`src/rtl/uart_tx_pkg.sv`:
```
// Shared constants for the UART transmitter: bus window, register offsets,
// TX state encoding and reset divisor.
package uart_tx_pkg;

    localparam logic [31:0] UART_ADDR_L = 32'h0000_FF40;
    localparam logic [31:0] UART_ADDR_R = 32'h0000_FF4F;

    localparam logic [1:0] REG_DATA   = 2'd0;
    localparam logic [1:0] REG_STATUS = 2'd1;
    localparam logic [1:0] REG_DIV    = 2'd2;
    localparam logic [1:0] REG_RSVD   = 2'd3;

    localparam int UART_DIV_RESET = 434;

    typedef enum logic [1:0] {
        ST_IDLE,
        ST_START,
        ST_DATA,
        ST_STOP
    } tx_state_t;

endpackage

```
`src/rtl/uart_fifo.sv`:
```
// Synchronous FIFO with a separate occupancy counter; pushes when full and
// pops when empty are ignored.
module uart_fifo #(
    parameter  int DEPTH = 8,
    parameter  int WIDTH = 8,
    localparam int PW    = $clog2(DEPTH),
    localparam int CW    = PW + 1
) (
    input  logic             clk,
    input  logic             rst,
    input  logic             push,
    input  logic [WIDTH-1:0] wdata,
    input  logic             pop,
    output logic [WIDTH-1:0] rdata,
    output logic             full,
    output logic             empty,
    output logic [CW-1:0]    count
);

    logic [WIDTH-1:0] mem [DEPTH];
    logic [PW-1:0]    wr_ptr;
    logic [PW-1:0]    rd_ptr;
    logic             do_push;
    logic             do_pop;

    assign full    = (count == CW'(DEPTH));
    assign empty   = (count == '0);
    assign do_push = push & ~full;
    assign do_pop  = pop & ~empty;
    assign rdata   = mem[rd_ptr];

    always_ff @(posedge clk) begin
        if (do_push)
            mem[wr_ptr] <= wdata;
    end

    always_ff @(posedge clk or posedge rst) begin
        if (rst) begin
            wr_ptr <= '0;
            rd_ptr <= '0;
            count  <= '0;
        end else begin
            if (do_push)
                wr_ptr <= wr_ptr + PW'(1);
            if (do_pop)
                rd_ptr <= rd_ptr + PW'(1);
            case ({do_push, do_pop})
                2'b10:   count <= count + CW'(1);
                2'b01:   count <= count - CW'(1);
                default: ;
            endcase
        end
    end

endmodule

```
`src/rtl/uart_tx.sv`:
```
// Memory-mapped 8N1 UART transmitter: register decode, byte FIFO, baud
// counter and TX state machine.
import uart_tx_pkg::*;

module uart_tx #(
    parameter int FIFO_DEPTH = 8,
    parameter int DIV_RESET  = UART_DIV_RESET
) (
    input  logic        clk,
    input  logic        rst,
    input  logic        ena,
    input  logic        rw,
    input  logic [31:0] addr,
    output logic [31:0] rdata,
    input  logic [31:0] wdata,
    output logic        UART_TXD
);

    localparam int CW = $clog2(FIFO_DEPTH) + 1;

    tx_state_t     state, state_nxt;
    logic [15:0]   bcnt, bcnt_nxt;
    logic [2:0]    bitn, bitn_nxt;
    logic [7:0]    shift, shift_nxt;
    logic [15:0]   div;
    logic          overflow;
    logic          txd;
    logic          pop;

    logic          wr_en;
    logic          data_wr;
    logic [7:0]    fifo_rdata;
    logic          fifo_full;
    logic          fifo_empty;
    logic [CW-1:0] fifo_count;
    logic [31:0]   status;
    logic          unused_bits;

    assign wr_en       = ena & rw;
    assign data_wr     = wr_en && (addr[3:2] == REG_DATA);
    assign unused_bits = ^{addr[31:4], addr[1:0], wdata[31:16]};

    uart_fifo #(
        .DEPTH (FIFO_DEPTH),
        .WIDTH (8)
    ) u_fifo (
        .clk   (clk),
        .rst   (rst),
        .push  (data_wr),
        .wdata (wdata[7:0]),
        .pop   (pop),
        .rdata (fifo_rdata),
        .full  (fifo_full),
        .empty (fifo_empty),
        .count (fifo_count)
    );

    always_ff @(posedge clk or posedge rst) begin
        if (rst) begin
            div      <= 16'(DIV_RESET);
            overflow <= 1'b0;
        end else begin
            if (wr_en && (addr[3:2] == REG_DIV))
                div <= (wdata[15:0] == 16'd0) ? 16'd1 : wdata[15:0];
            if (wr_en && (addr[3:2] == REG_STATUS))
                overflow <= 1'b0;
            else if (data_wr && fifo_full)
                overflow <= 1'b1;
        end
    end

    always_comb begin
        status         = '0;
        status[0]      = (state != ST_IDLE);
        status[1]      = fifo_full;
        status[2]      = fifo_empty;
        status[3]      = overflow;
        status[4 +: CW] = fifo_count;
        rdata          = '0;
        case (addr[3:2])
            REG_STATUS: rdata = status;
            REG_DIV:    rdata = {16'h0000, div};
            default:    ;
        endcase
    end

    always_ff @(posedge clk or posedge rst) begin
        if (rst) begin
            state <= ST_IDLE;
            bcnt  <= '0;
            bitn  <= '0;
            shift <= '0;
        end else begin
            state <= state_nxt;
            bcnt  <= bcnt_nxt;
            bitn  <= bitn_nxt;
            shift <= shift_nxt;
        end
    end

    // bcnt reloads from the live divisor, so a new DIV applies at the next bit boundary
    always_comb begin
        state_nxt = state;
        bcnt_nxt  = bcnt;
        bitn_nxt  = bitn;
        shift_nxt = shift;
        pop       = 1'b0;
        txd       = 1'b1;
        case (state)
            ST_IDLE: begin
                if (!fifo_empty) begin
                    pop       = 1'b1;
                    shift_nxt = fifo_rdata;
                    bcnt_nxt  = div - 16'd1;
                    state_nxt = ST_START;
                end
            end
            ST_START: begin
                txd = 1'b0;
                if (bcnt == 16'd0) begin
                    bcnt_nxt  = div - 16'd1;
                    bitn_nxt  = '0;
                    state_nxt = ST_DATA;
                end else begin
                    bcnt_nxt = bcnt - 16'd1;
                end
            end
            ST_DATA: begin
                txd = shift[0];
                if (bcnt == 16'd0) begin
                    bcnt_nxt  = div - 16'd1;
                    shift_nxt = {1'b0, shift[7:1]};
                    if (bitn == 3'd7)
                        state_nxt = ST_STOP;
                    else
                        bitn_nxt = bitn + 3'd1;
                end else begin
                    bcnt_nxt = bcnt - 16'd1;
                end
            end
            ST_STOP: begin
                if (bcnt == 16'd0)
                    state_nxt = ST_IDLE;
                else
                    bcnt_nxt = bcnt - 16'd1;
            end
            default: state_nxt = ST_IDLE;
        endcase
    end

    // TX line decodes from registered state, so reset forces it high without a clock
    assign UART_TXD = txd;

endmodule

```
`config.mk`:
```
export PLATFORM = sky130hd
export DESIGN_NAME = uart_tx
export DESIGN_NICKNAME = d
export VERILOG_FILES = /design/src/rtl/uart_tx_pkg.sv /design/src/rtl/uart_fifo.sv /design/src/rtl/uart_tx.sv
export SDC_FILE = /design/constraint.sdc
export NUM_CORES = 1
export LEC_CHECK = 0
export ABC_AREA = 1
export BUFFER_PORTS_ARGS = -buffer_cell sky130_fd_sc_hd__buf_4
export CAP_MARGIN = 25
export CORE_ASPECT_RATIO = 1.1
export CORE_MARGIN = 5
export CORE_UTILIZATION = 42
export CTS_CLUSTER_DIAMETER = 40
export CTS_CLUSTER_SIZE = 10
export DETAILED_ROUTE_END_ITERATION = 10
export SYNTH_ARGS = -nofsm -noshare
export SYNTH_HDL_FRONTEND = slang
export SYNTH_SLANG_ARGS = --single-unit
export TNS_END_PERCENT = 1
```
`constraint.sdc`:
```
create_clock -name clk -period 3.22 [get_ports clk]
set_input_delay 0.483 -clock clk [delete_from_list [all_inputs] [get_ports clk]]
set_output_delay 0.483 -clock clk [all_outputs]
set_load 0.01 [all_outputs]
```
==> results of run 1 <==
[cell type report]
| cell class | instances | area [um^2] | share of cell area [%] |
|---|---|---|---|
| tap | 196 | 245.2 | 3.264 |
| multi-input combinational | 541 | 2644 | 35.19 |
| clock buffer | 19 | 442.9 | 5.896 |
| inverter | 96 | 362.8 | 4.830 |
| clock inverter | 13 | 120.1 | 1.599 |
| timing repair buffer | 49 | 367.9 | 4.897 |
| sequential | 120 | 3329 | 44.32 |
[cells in the mapped netlist (all sizes together)]
cell	count	area (um^2)
o21a	1	7.510
nand3b	2	15.01
a21oi	32	175.2
nand3	45	230.2
nor2	99	401.6
o22ai	2	12.51
a22oi	1	7.510
edfxtp	64	1922
fa	1	20.02
xnor2	1	8.760
inv	92	347.8
a31oi	8	50.05
nand4	4	25.02
xor2	19	166.4
or2	4	25.03
dfrtp	51	1276
buf	22	163.9
dfstp	5	131.4
nand2	215	814.5
conb	1	3.750
nor3	5	25.02
clkinv	4	15.01
clkbuf	14	52.55
nor4	4	25.02
ha	17	212.7
o211ai	8	65.06
o21ai	57	296.5
[path summary, 6_finish.rpt]
| check | startpoint | end | slack [ns] | cells after the start |
|---|---|---|---|---|
| worst max register to register | u_fifo.count[0]$_DFFE_PP0P_ | u_fifo.count[3]$_DFFE_PP0P_ | 0.42 | 13 |
| min in group clk | rw | overflow$_DFFE_PP0P_ | 0.27 | 2 |
| max in group asynchronous | rst | div[5]$_DFFE_PP1P_ | 2.34 | 3 |
| worst min-delay path | rst | state[0]$_DFFE_PP0P_ | 0.12 | 2 |
| worst min register to register | shift[1]$_DFFE_PP0P_ | shift[1]$_DFFE_PP0P_ | 0.48 | 2 |
| worst max-delay path | u_fifo.count[0]$_DFFE_PP0P_ | u_fifo.count[3]$_DFFE_PP0P_ | 0.42 | 13 |
[metal layers]
metal / up-vias / GRT usage (%)
met5: - / 0
met4: 0 / 6.578
met3: 24 / 4.341
met2: 109 / 29.74
met1: 2421 / 21.53
li1: 2581 / -
[through the flow]
step / power, mW / util (%) / area, um^2 / worst slack [ns]
3_3_place_gp: 2.900 / 45.98 / 6949 / 0.4950
3_5_place_dp: 2.931 / 45.98 / 6949 / 0.4424
2_1_floorplan: 2.678 / - / 6553 / 1.116
5_1_grt: 4.989 / 49.71 / 7512 / 0.2679
4_1_cts: 4.744 / 49.71 / 7512 / 0.4295
6_report: 4.700 / 49.71 / 7512 / 0.4213
[registers in the layout, summed over array words and instances (netlist names)]
| signal | flops |
|---|---|
| u_fifo.count | 4 |
| overflow | 1 |
| u_fifo.wr_ptr | 3 |
| state | 2 |
| bitn | 3 |
| bcnt | 16 |
| shift | 8 |
| u_fifo.rd_ptr | 3 |
| div | 16 |
| u_fifo.mem | 64 |
[cells by family after synthesis]
logic type / share of synthesized area (%)
other cells: 0.05773
buf+inv: 8.917
simple gates: 24.04
xor+xnor: 2.696
compound gates: 9.457
fa+ha+maj: 3.582
flops: 51.25
[power groups by stage]
stage	logic (mW)	registers, mW	clock network (mW)
2_1_floorplan	0.647	2.03	0
3_3_place_gp	0.817	2.08	0
3_5_place_dp	0.839	2.09	0
4_1_cts	0.847	2.07	1.83
5_1_grt	0.972	2.10	1.91
6_report	0.839	2.07	1.79
[worst max-delay path, cell delays in order, from the launching register on]
cell	delay [ns]
dfrtp_1	0.42
inv_1	0.13
nand2_1	0.09
nor3_1	0.52
nor2_1	0.28
ha_1	0.32
ha_1	0.28
nand2_1	0.07
nand2_1	0.04
a21oi_1	0.19
nor2_1	0.06
nor2_1	0.08
nand2_1	0.07
xor2_1	0.14
[cell usage in the layout (no fill, tap or decap), drive strengths merged, types with 2 or more instances in the layout]
cell type and instances:
o21ai 57, conb 16, nand3 45, edfxtp 64
nor3 5, inv 96, xor2 19, nand4 4
a21oi 32, clkinvlp 3, nor4 4, or2 4
buf 49, nand2 215, dfrtp 51, a31oi 8
nand3b 2, o22ai 2, dfstp 5, ha 17
clkinv 9, nor2 99, clkbuf 19, o211ai 8
==> results.txt, run 1 <==
Clock buffer depth - 2
Die area - 18,060 um^2
DR WL met3 - 659 um
# diodes - 0
Mapped Area - 6496 um^2
Synth Area per Inst - 8.350 um^2
Worst Setup Start Kind - flop
Largest net degree at the start of global routing - 29
Fill cells - 1,447
Met2 Wirelength - 7549 um
Number of CTS-inserted buffers - 17
Overflow after GRT - 0
CTS sink cnt - 120
Lkg Pwr - 3.390 nW
DR vias/cell - 4.966
RSZ-0062 raised after global routing - no
Slew HR - 43.65%
Top routing layer in use - met4
Core area - 15,110 um^2
Post-CTS Resized - 0
Tmin final - 2.799 ns
DR vias - 5,135
Post-synthesis sequential area ratio - 51.25%
Initial core utilization - 42.98%
Cells after DPL - 1,002
Total length of routed wires - 15,060 um
Reg power frac - 44.0%
Combinational share of power - 17.9%
Peak supply drop - 0.3686 mV
Internal - 3.271 mW
Post-Route M1 WL - 6561 um
Final setup violation count - 0
CTS Hold Bufs - 0
Routed length per instance - 14.57 um
CP required - 3.52 ns
Crit path DAT - 3.10 ns
Root buffer cell - clkbuf_16
Slew Viols, Final - 0
# Max-Cap Violations - 0
Synth-to-Final Area Change - 15.64%
Post-Syn Instances - 778
Vias in the first global route - 5,088
Setup_tns - 0 ns
Tcrit/Tclk final - 86.92%
TritonCTS clock tree - built
Crit Path Class - reg2reg
Antenna violations before repair - 0
Critical Path Fanout Max - 5
Drt first pass iters - 5
Sw Share - 30.40%
Status - complete, no violations
Clk_lat worst skew - 0.41 ns
Detailed placement HPWL - 10,730 um
First-pass GRT wire length - 25,110 um
Layout cells sized above 1 - 13.13%
# DRC - 0
Num ports - 101
Netlist cell types - 40
Std cell rows - 47
Final hold vios - 0
Global Route Usage Sum - 17.54%
Antenna-violating nets left - 0
P_sw - 1.429 mW
Clock slew at reported path FFs - 0.06 ns
HP Class - in2async
Synth Register Bits - 120
Worst-Margin Slew - 0.8421 ns
Post-route insts no fill - 1,034
Pwr per Cell Area - 625.6 nW/um^2
Placer Congestion - 0.8663
Die height - 140.4 um
Yosys warns - 0
Clk pwr share - 38.2%
Min Hold Slack - 0.1246 ns
Fin nets - 911
Port bufs - 38
Detailed Route Iter0 Violations - 346
H-tree levels - 4
Clock skew - 0.006201 ns
Fmax - 0.3573 GHz
Setup Fix Bufs, Post-CTS - 0
Die X - 128.6 um
CP endpoint kind - flop
Note: power is estimated with default switching activity, not from simulation.
==> inputs of run 2 (changes only) <==
- clock period: 3.22 -> 2.4 ns (I/O delays scaled with it)
==> run 2 against run 1 <==
Net effect: combinational power is 37% higher; critical path depth did not move; wire length grew 0.39%; die area stayed put; power grew 36%; critical endpoint unchanged; largest power group unchanged; utilization increased by 0.59 points; critical path type unchanged; non-clock buffer count rose by 11.
==> results.txt, run 2 (synthesized netlist as in run 1, its figures left out) <==
Status - complete, no violations (unchanged)
RSZ-0062 raised after global routing - no (unchanged)
Place WS - 0.1223 ns (was 0.4424 ns)
Pwr per Cell Area - 838.8 nW/um^2 (was 625.6 nW/um^2)
Setup_tns - 0 ns (unchanged)
Placer Congestion - 0.8749 (was 0.8663)
Hold Path Sink - overflow$_DFFE_PP0P_
Setup Fix Bufs, Post-CTS - 0 (unchanged)
Crit Path Class - reg2reg (unchanged)
Max stage delay on crit path - 0.42 ns (was 0.52 ns)
Fin util - 50.29% (was 49.71%)
Std cell rows - 47 (unchanged)
Slew HR - 49.24% (was 43.65%)
CP required - 2.70 ns (was 3.52 ns)
Antenna violations before repair - 0 (unchanged)
Clock buffer depth - 2 (unchanged)
Final hold vios - 0 (unchanged)
WHS Path Cells - 2
Peak supply drop - 0.4644 mV (was 0.3686 mV)
Crit path max-delay cell type - dfrtp_1 (was nor3_1)
Final setup violation count - 0 (unchanged)
Setup slack, reg-to-reg - 0.14 ns (was 0.42 ns)
Fmax - 0.4420 GHz (was 0.3573 GHz)
HP Start - rw
Most flop-heavy register - u_fifo.mem (unchanged)
Tcrit/Tclk final - 94.26% (was 86.92%)
Max FFs per register - 64 (unchanged)
Crit-path cells - inv_1, ha_2, inv_1, nor2_1, ha_1, ha_1, nand2_1, nand2_1, a21oi_1, nor2_1, nor2_1, nand2_1, xor2_1 (was inv_1, nand2_1, nor3_1, nor2_1, ha_1, ha_1, nand2_1, nand2_1, a21oi_1, nor2_1, nor2_1, nand2_1, xor2_1)
Clock skew - 0.006656 ns (was 0.006201 ns)
Vias in the first global route - 5,189 (was 5,088)
Most frequent cells in the layout - nand2_1, nor2_1, inv_1 (unchanged)
Final WS setup - 0.1378 ns (was 0.4213 ns)
Slew Viols, Final - 0 (unchanged)
Die height - 140.4 um (unchanged)
Commonest non-fill, non-tap cell in the layout - nand2_1 (unchanged)
Antenna-violating nets left - 0 (unchanged)
Die X - 128.6 um (unchanged)
# DRC - 0 (unchanged)
DR vias/cell - 4.972 (was 4.966)
Synth-to-Final Area Change - 17.01% (was 15.64%)
Die area - 18,060 um^2 (unchanged)
CTS sink cnt - 120 (unchanged)
Initial core utilization - 42.98% (unchanged)
Tmin final - 2.262 ns (was 2.799 ns)
R2R Path Start - state[1]$_DFFE_PP0P_ (was u_fifo.count[0]$_DFFE_PP0P_)
Worst-case reg-to-reg path depth - 13 (unchanged)
FF-to-FF End - u_fifo.count[3]$_DFFE_PP0P_ (unchanged)
# Max-Cap Violations - 0 (unchanged)
Routed length per instance - 14.47 um (was 14.57 um)
Crit path DAT - 2.56 ns (was 3.10 ns)
Fin nets - 922 (was 911)
Worst Setup Start Kind - flop (unchanged)
Clk_lat worst skew - 0.41 ns (about the same)
Port bufs - 38 (unchanged)
Final non-filler cell area - 7601 um^2 (was 7512 um^2)
Top Registers - u_fifo.mem (64), bcnt (16), div (16) (unchanged)
Clock slew at reported path FFs - 0.06 ns (about the same)
CP endpoint kind - flop (unchanged)
TritonCTS clock tree - built (unchanged)
H-tree levels - 4 (unchanged)
Detailed Route Iter0 Violations - 264 (was 346)
First-pass GRT wire length - 25,240 um (was 25,110 um)
DR vias - 5,196 (was 5,135)
Crit path max-delay family - adder cells (was simple AND/OR/NAND/NOR gates)
Core area - 15,110 um^2 (unchanged)
Critical Path Fanout Max - 4 (was 5)
HP Class - in2reg (was in2async)
Global Route Usage Sum - 17.61% (was 17.54%)
Num ports - 101 (unchanged)
Root buffer cell - clkbuf_16 (unchanged)
Detailed placement HPWL - 10,870 um (was 10,730 um)
# diodes - 0 (unchanged)
Worst-Margin Slew - 0.7615 ns (was 0.8421 ns)
Placed inst area - 7032 um^2 (was 6949 um^2)
Total length of routed wires - 15,120 um (was 15,060 um)
Layout cells sized above 1 - 14.49% (was 13.13%)
Drt first pass iters - 6 (was 5)
Lkg Pwr - 3.455 nW (was 3.390 nW)
Worst Path Buf+Inv - 2 (was 1)
Largest net degree at the start of global routing - 57 (was 29)
Number of CTS-inserted buffers - 17 (unchanged)
Overflow after GRT - 0 (unchanged)
Min Hold Slack - 0.1424 ns (was 0.1246 ns)
## run 2: cell count changes in the layout (fill, tap and decap cells not counted), sizes merged
cell      before  now
clkbuf        19   17
clkinv         9    8
buf           49   60
inv           96  100
clkinvlp       3    2
## run 2: power breakdown
part | switching [mW] | internal (mW)
clock | 1.01 | 1.45
sequential | 0.282 | 2.48
combinational | 0.685 | 0.467
## run 2: cell type report
type / count / area, um^2
clock buffers: 17 / 425.4
clock inverters: 15 / 141.4
fillers: 1432 / 7512
inverters: 96 / 362.8
multi-input cells: 541 / 2646
flip-flops and latches: 120 / 3329
well taps: 196 / 245.2
repair buffers: 60 / 450.4
## run 2: worst max path at each step
stage | start | endpoint | slack [ns] | depth (start not counted)
after floorplan | state[0]$_DFFE_PP0P_ | u_fifo.count[3]$_DFFE_PP0P_ | 0.30 | 13
after global placement | addr[2] | u_fifo.count[3]$_DFFE_PP0P_ | 0.20 | 15
after detailed placement | state[1]$_DFFE_PP0P_ | u_fifo.count[3]$_DFFE_PP0P_ | 0.12 | 13
after CTS | state[1]$_DFFE_PP0P_ | u_fifo.count[3]$_DFFE_PP0P_ | 0.11 | 13
after global routing | u_fifo.count[0]$_DFFE_PP0P_ | u_fifo.count[3]$_DFFE_PP0P_ | 0.002 | 14
final | state[1]$_DFFE_PP0P_ | u_fifo.count[3]$_DFFE_PP0P_ | 0.14 | 13
## run 2: stage by stage
step	power, mW	std cells
6_report	6.376	1045
5_1_grt	6.721	1045
4_1_cts	6.419	1045
3_5_place_dp	3.946	1013
3_3_place_gp	3.904	1013
2_1_floorplan	3.593	793
## run 2: what timing repair did
item	CTS	global route
hold buffers	0	0
setup endpoints to repair	0	1
gates resized for setup	0	1
## run 2: metal layers
metal / wire, um / GRT usage [%]
met1: 6470 / 21.48
met3: 670 / 3.580
met2: 7677 / 30.84
met4: 304 / 6.025
met5: 0 / 0
==> inputs of run 3 (changes only) <==
- GPL_ROUTABILITY_DRIVEN: not set -> 0
- PLACE_DENSITY: not set -> 0.75
==> run 3 against run 2 <==
Net effect: the run now ends with negative hold slack left; clock power increased by 4%; register-to-register slack improved by 0.05 ns; count of clock-buffer cells in the layout up 1; worst setup slack better by 0.052 ns; sequential power about the same; cell count decreased by 0.29%; critical path depth unchanged; design area rose by 0.58%; flip-flop and latch count unchanged; utilization increased by 0.29 points; non-clock buffer count shrank 3; clock skew is 0.0027 ns higher; critical path type unchanged; largest power group unchanged.
==> results.txt, run 3 (synthesized netlist as in run 1, its figures left out) <==
Most flop-heavy register - u_fifo.mem (unchanged)
Top Registers - u_fifo.mem (64), bcnt (16), div (16) (unchanged)
TritonCTS clock tree - built (unchanged)
Layout cells sized above 1 - 14.78% (was 14.49%)
Die X - 128.6 um (unchanged)
Clock slew at reported path FFs - 0.06 ns (about the same)
Min Hold Slack - -0.008875 ns (was 0.1424 ns)
Root buffer cell - clkbuf_16 (unchanged)
First-pass GRT wire length - 24,710 um (was 25,240 um)
Setup_tns - 0 ns (unchanged)
Worst-Margin Slew - 0.5747 ns (was 0.7615 ns)
Fin nets - 919 (was 922)
Die area - 18,060 um^2 (unchanged)
Detailed Route Iter0 Violations - 512 (was 264)
Overflow after GRT - 0 (unchanged)
Num ports - 101 (unchanged)
Crit path DAT - 2.51 ns (was 2.56 ns)
Global Route Usage Sum - 16.91% (was 17.61%)
Die height - 140.4 um (unchanged)
Reg power frac - 42.7% (was 43.3%)
# diodes - 0 (unchanged)
Slew Viols, Final - 0 (unchanged)
# Max-Cap Violations - 0 (unchanged)
Crit-path cells - inv_1, ha_2, inv_1, nor2_2, ha_2, ha_1, nand2_1, nand2_1, a21oi_2, nor2_1, nor2_1, nand2_1, xor2_1 (was inv_1, ha_2, inv_1, nor2_1, ha_1, ha_1, nand2_1, nand2_1, a21oi_1, nor2_1, nor2_1, nand2_1, xor2_1)
RSZ-0062 raised after global routing - no (unchanged)
CP endpoint kind - flop (unchanged)
Worst-case reg-to-reg path depth - 13 (unchanged)
Antenna violations before repair - 0 (unchanged)
Sw Share - 30.28% (was 31.05%)
Critical Path Fanout Max - 4 (unchanged)
Initial core utilization - 42.98% (unchanged)
Fmax - 0.4525 GHz (was 0.4420 GHz)
Drt first pass iters - 5 (was 6)
R2R Path Start - state[0]$_DFFE_PP0P_ (was state[1]$_DFFE_PP0P_)
Number of CTS-inserted buffers - 17 (unchanged)
Combinational share of power - 17.8% (was 18.1%)
Pwr per Cell Area - 850.2 nW/um^2 (was 838.8 nW/um^2)
Clock skew - 0.009405 ns (was 0.006656 ns)
Internal - 4.532 mW (was 4.396 mW)
Most frequent cells in the layout - nand2_1, nor2_1, inv_1 (unchanged)
Crit path max-delay cell type - dfrtp_1 (unchanged)
H-tree levels - 4 (unchanged)
Crit-path most repeated cell - nand2_1
Antenna-violating nets left - 0 (unchanged)
Fin util - 50.58% (was 50.29%)
Largest net degree at the start of global routing - 42 (was 57)
CTS Hold Bufs - 0 (unchanged)
Place WS - 0.08069 ns (was 0.1223 ns)
CP required - 2.70 ns (about the same)
DR vias/cell - 5.045 (was 4.972)
Clk pwr share - 39.5% (was 38.6%)
Worst Setup Start Kind - flop (unchanged)
Core area - 15,110 um^2 (unchanged)
Status - finished, violations left (was complete, no violations)
Setup slack, reg-to-reg - 0.19 ns (was 0.14 ns)
Peak supply drop - 0.5991 mV (was 0.4644 mV)
Final hold vios - 21 (was 0)
Final setup violation count - 0 (unchanged)
Clock buffer depth - 2 (unchanged)
# DRC - 0 (unchanged)
Synth-to-Final Area Change - 17.68% (was 17.01%)
Max stage delay on crit path - 0.41 ns (was 0.42 ns)
CTS sink cnt - 120 (unchanged)
Detailed placement HPWL - 10,060 um (was 10,870 um)
FF-to-FF End - u_fifo.count[3]$_DFFE_PP0P_ (unchanged)
Tot Pwr - 6.500 mW (was 6.376 mW)
Tcrit/Tclk final - 92.09% (was 94.26%)
Std cell rows - 47 (unchanged)
Max FFs per register - 64 (unchanged)
DR vias - 5,257 (was 5,196)
Slew HR - 61.45% (was 49.24%)
Total length of routed wires - 14,670 um (was 15,120 um)
Routed length per instance - 14.08 um (was 14.47 um)
Clk_lat worst skew - 0.41 ns (about the same)
HP Class - in2async (was in2reg)
Vias in the first global route - 5,282 (was 5,189)
Failing checks - negative hold slack
Commonest non-fill, non-tap cell in the layout - nand2_1 (unchanged)
Tmin final - 2.210 ns (was 2.262 ns)
Lkg Pwr - 3.469 nW (was 3.455 nW)
Final WS setup - 0.1898 ns (was 0.1378 ns)
P_sw - 1.968 mW (was 1.980 mW)
Crit Path Class - reg2reg (unchanged)
Fill cells - 1,335 (was 1,432)
Port bufs - 38 (unchanged)
[run 3: changes by cell type in the layout (fill, tap and decap cells not counted), sizes merged]
| cell | previous run | this run |
|---|---|---|
| clkinv | 8 | 10 |
| inv | 100 | 98 |
| buf | 60 | 57 |
| clkinvlp | 2 | 0 |
| clkbuf | 17 | 18 |
| bufinv | 1 | 2 |
[run 3: metrics by stage]
| step | instances | area, um^2 |
|---|---|---|
| global route | 1042 | 7645 |
| floorplan | 793 | 6553 |
| detailed placement | 1010 | 7022 |
| global placement | 1010 | 7022 |
| CTS | 1042 | 7624 |
| finish | 1042 | 7645 |
[run 3: final cells by class]
cell class / count / area (um^2) / share of cell area [%]
timing repair buffer: 57 / 440.4 / 5.761
clock buffer: 18 / 439.2 / 5.745
sequential: 120 / 3329 / 43.55
inverter: 96 / 362.8 / 4.746
tap: 196 / 245.2 / 3.208
clock inverter: 14 / 162.7 / 2.128
multi-input combinational: 541 / 2665 / 34.86
[run 3: worst max-delay path by stage]
stage	from	endpoint	slack, ns	cells after the start
6_report	state[0]$_DFFE_PP0P_	u_fifo.count[3]$_DFFE_PP0P_	0.19	13
5_1_grt	u_fifo.count[0]$_DFFE_PP0P_	u_fifo.count[3]$_DFFE_PP0P_	0.01	14
4_1_cts	state[0]$_DFFE_PP0P_	u_fifo.count[3]$_DFFE_PP0P_	0.08	13
3_5_place_dp	state[0]$_DFFE_PP0P_	u_fifo.count[3]$_DFFE_PP0P_	0.08	13
3_3_place_gp	addr[2]	u_fifo.count[3]$_DFFE_PP0P_	0.17	15
2_1_floorplan	state[0]$_DFFE_PP0P_	u_fifo.count[3]$_DFFE_PP0P_	0.30	13
[run 3: timing repair]
action,in CTS,in global routing
setup buffers,0,0
endpoints found under the setup margin,0,1
gates resized for setup,0,6
[run 3: power groups by stage]
stage / Combinational (mW) / Clock [mW] / Sequential, mW
final: 1.15 / 2.57 / 2.78
after global routing: 1.35 / 2.70 / 2.82
after CTS: 1.14 / 2.60 / 2.77
after detailed placement: 1.12 / 0 / 2.79
after global placement: 1.09 / 0 / 2.79
after floorplan: 0.868 / 0 / 2.72
[run 3: critical path, delay by kind of cell (launching register included)]
| family | cells | cell delay [ns] |
|---|---|---|
| flip-flops | 1 | 0.41 |
| adder cells (fa/ha/maj) | 3 | 0.71 |
| XOR/XNOR | 1 | 0.14 |
| AND/OR/NAND/NOR | 6 | 0.47 |
| buffers and inverters | 2 | 0.22 |
| AO/OA/AOI/OAI | 1 | 0.13 |
[run 3: layer usage]
layer / track usage (%) / wire [um] / vias up
li1: - / - / 2589
met1: 21.38 / 6408 / 2473
met2: 28.75 / 7242 / 166
met3: 3.199 / 715 / 29
met4: 6.191 / 303 / 0
met5: 0 / 0 / -
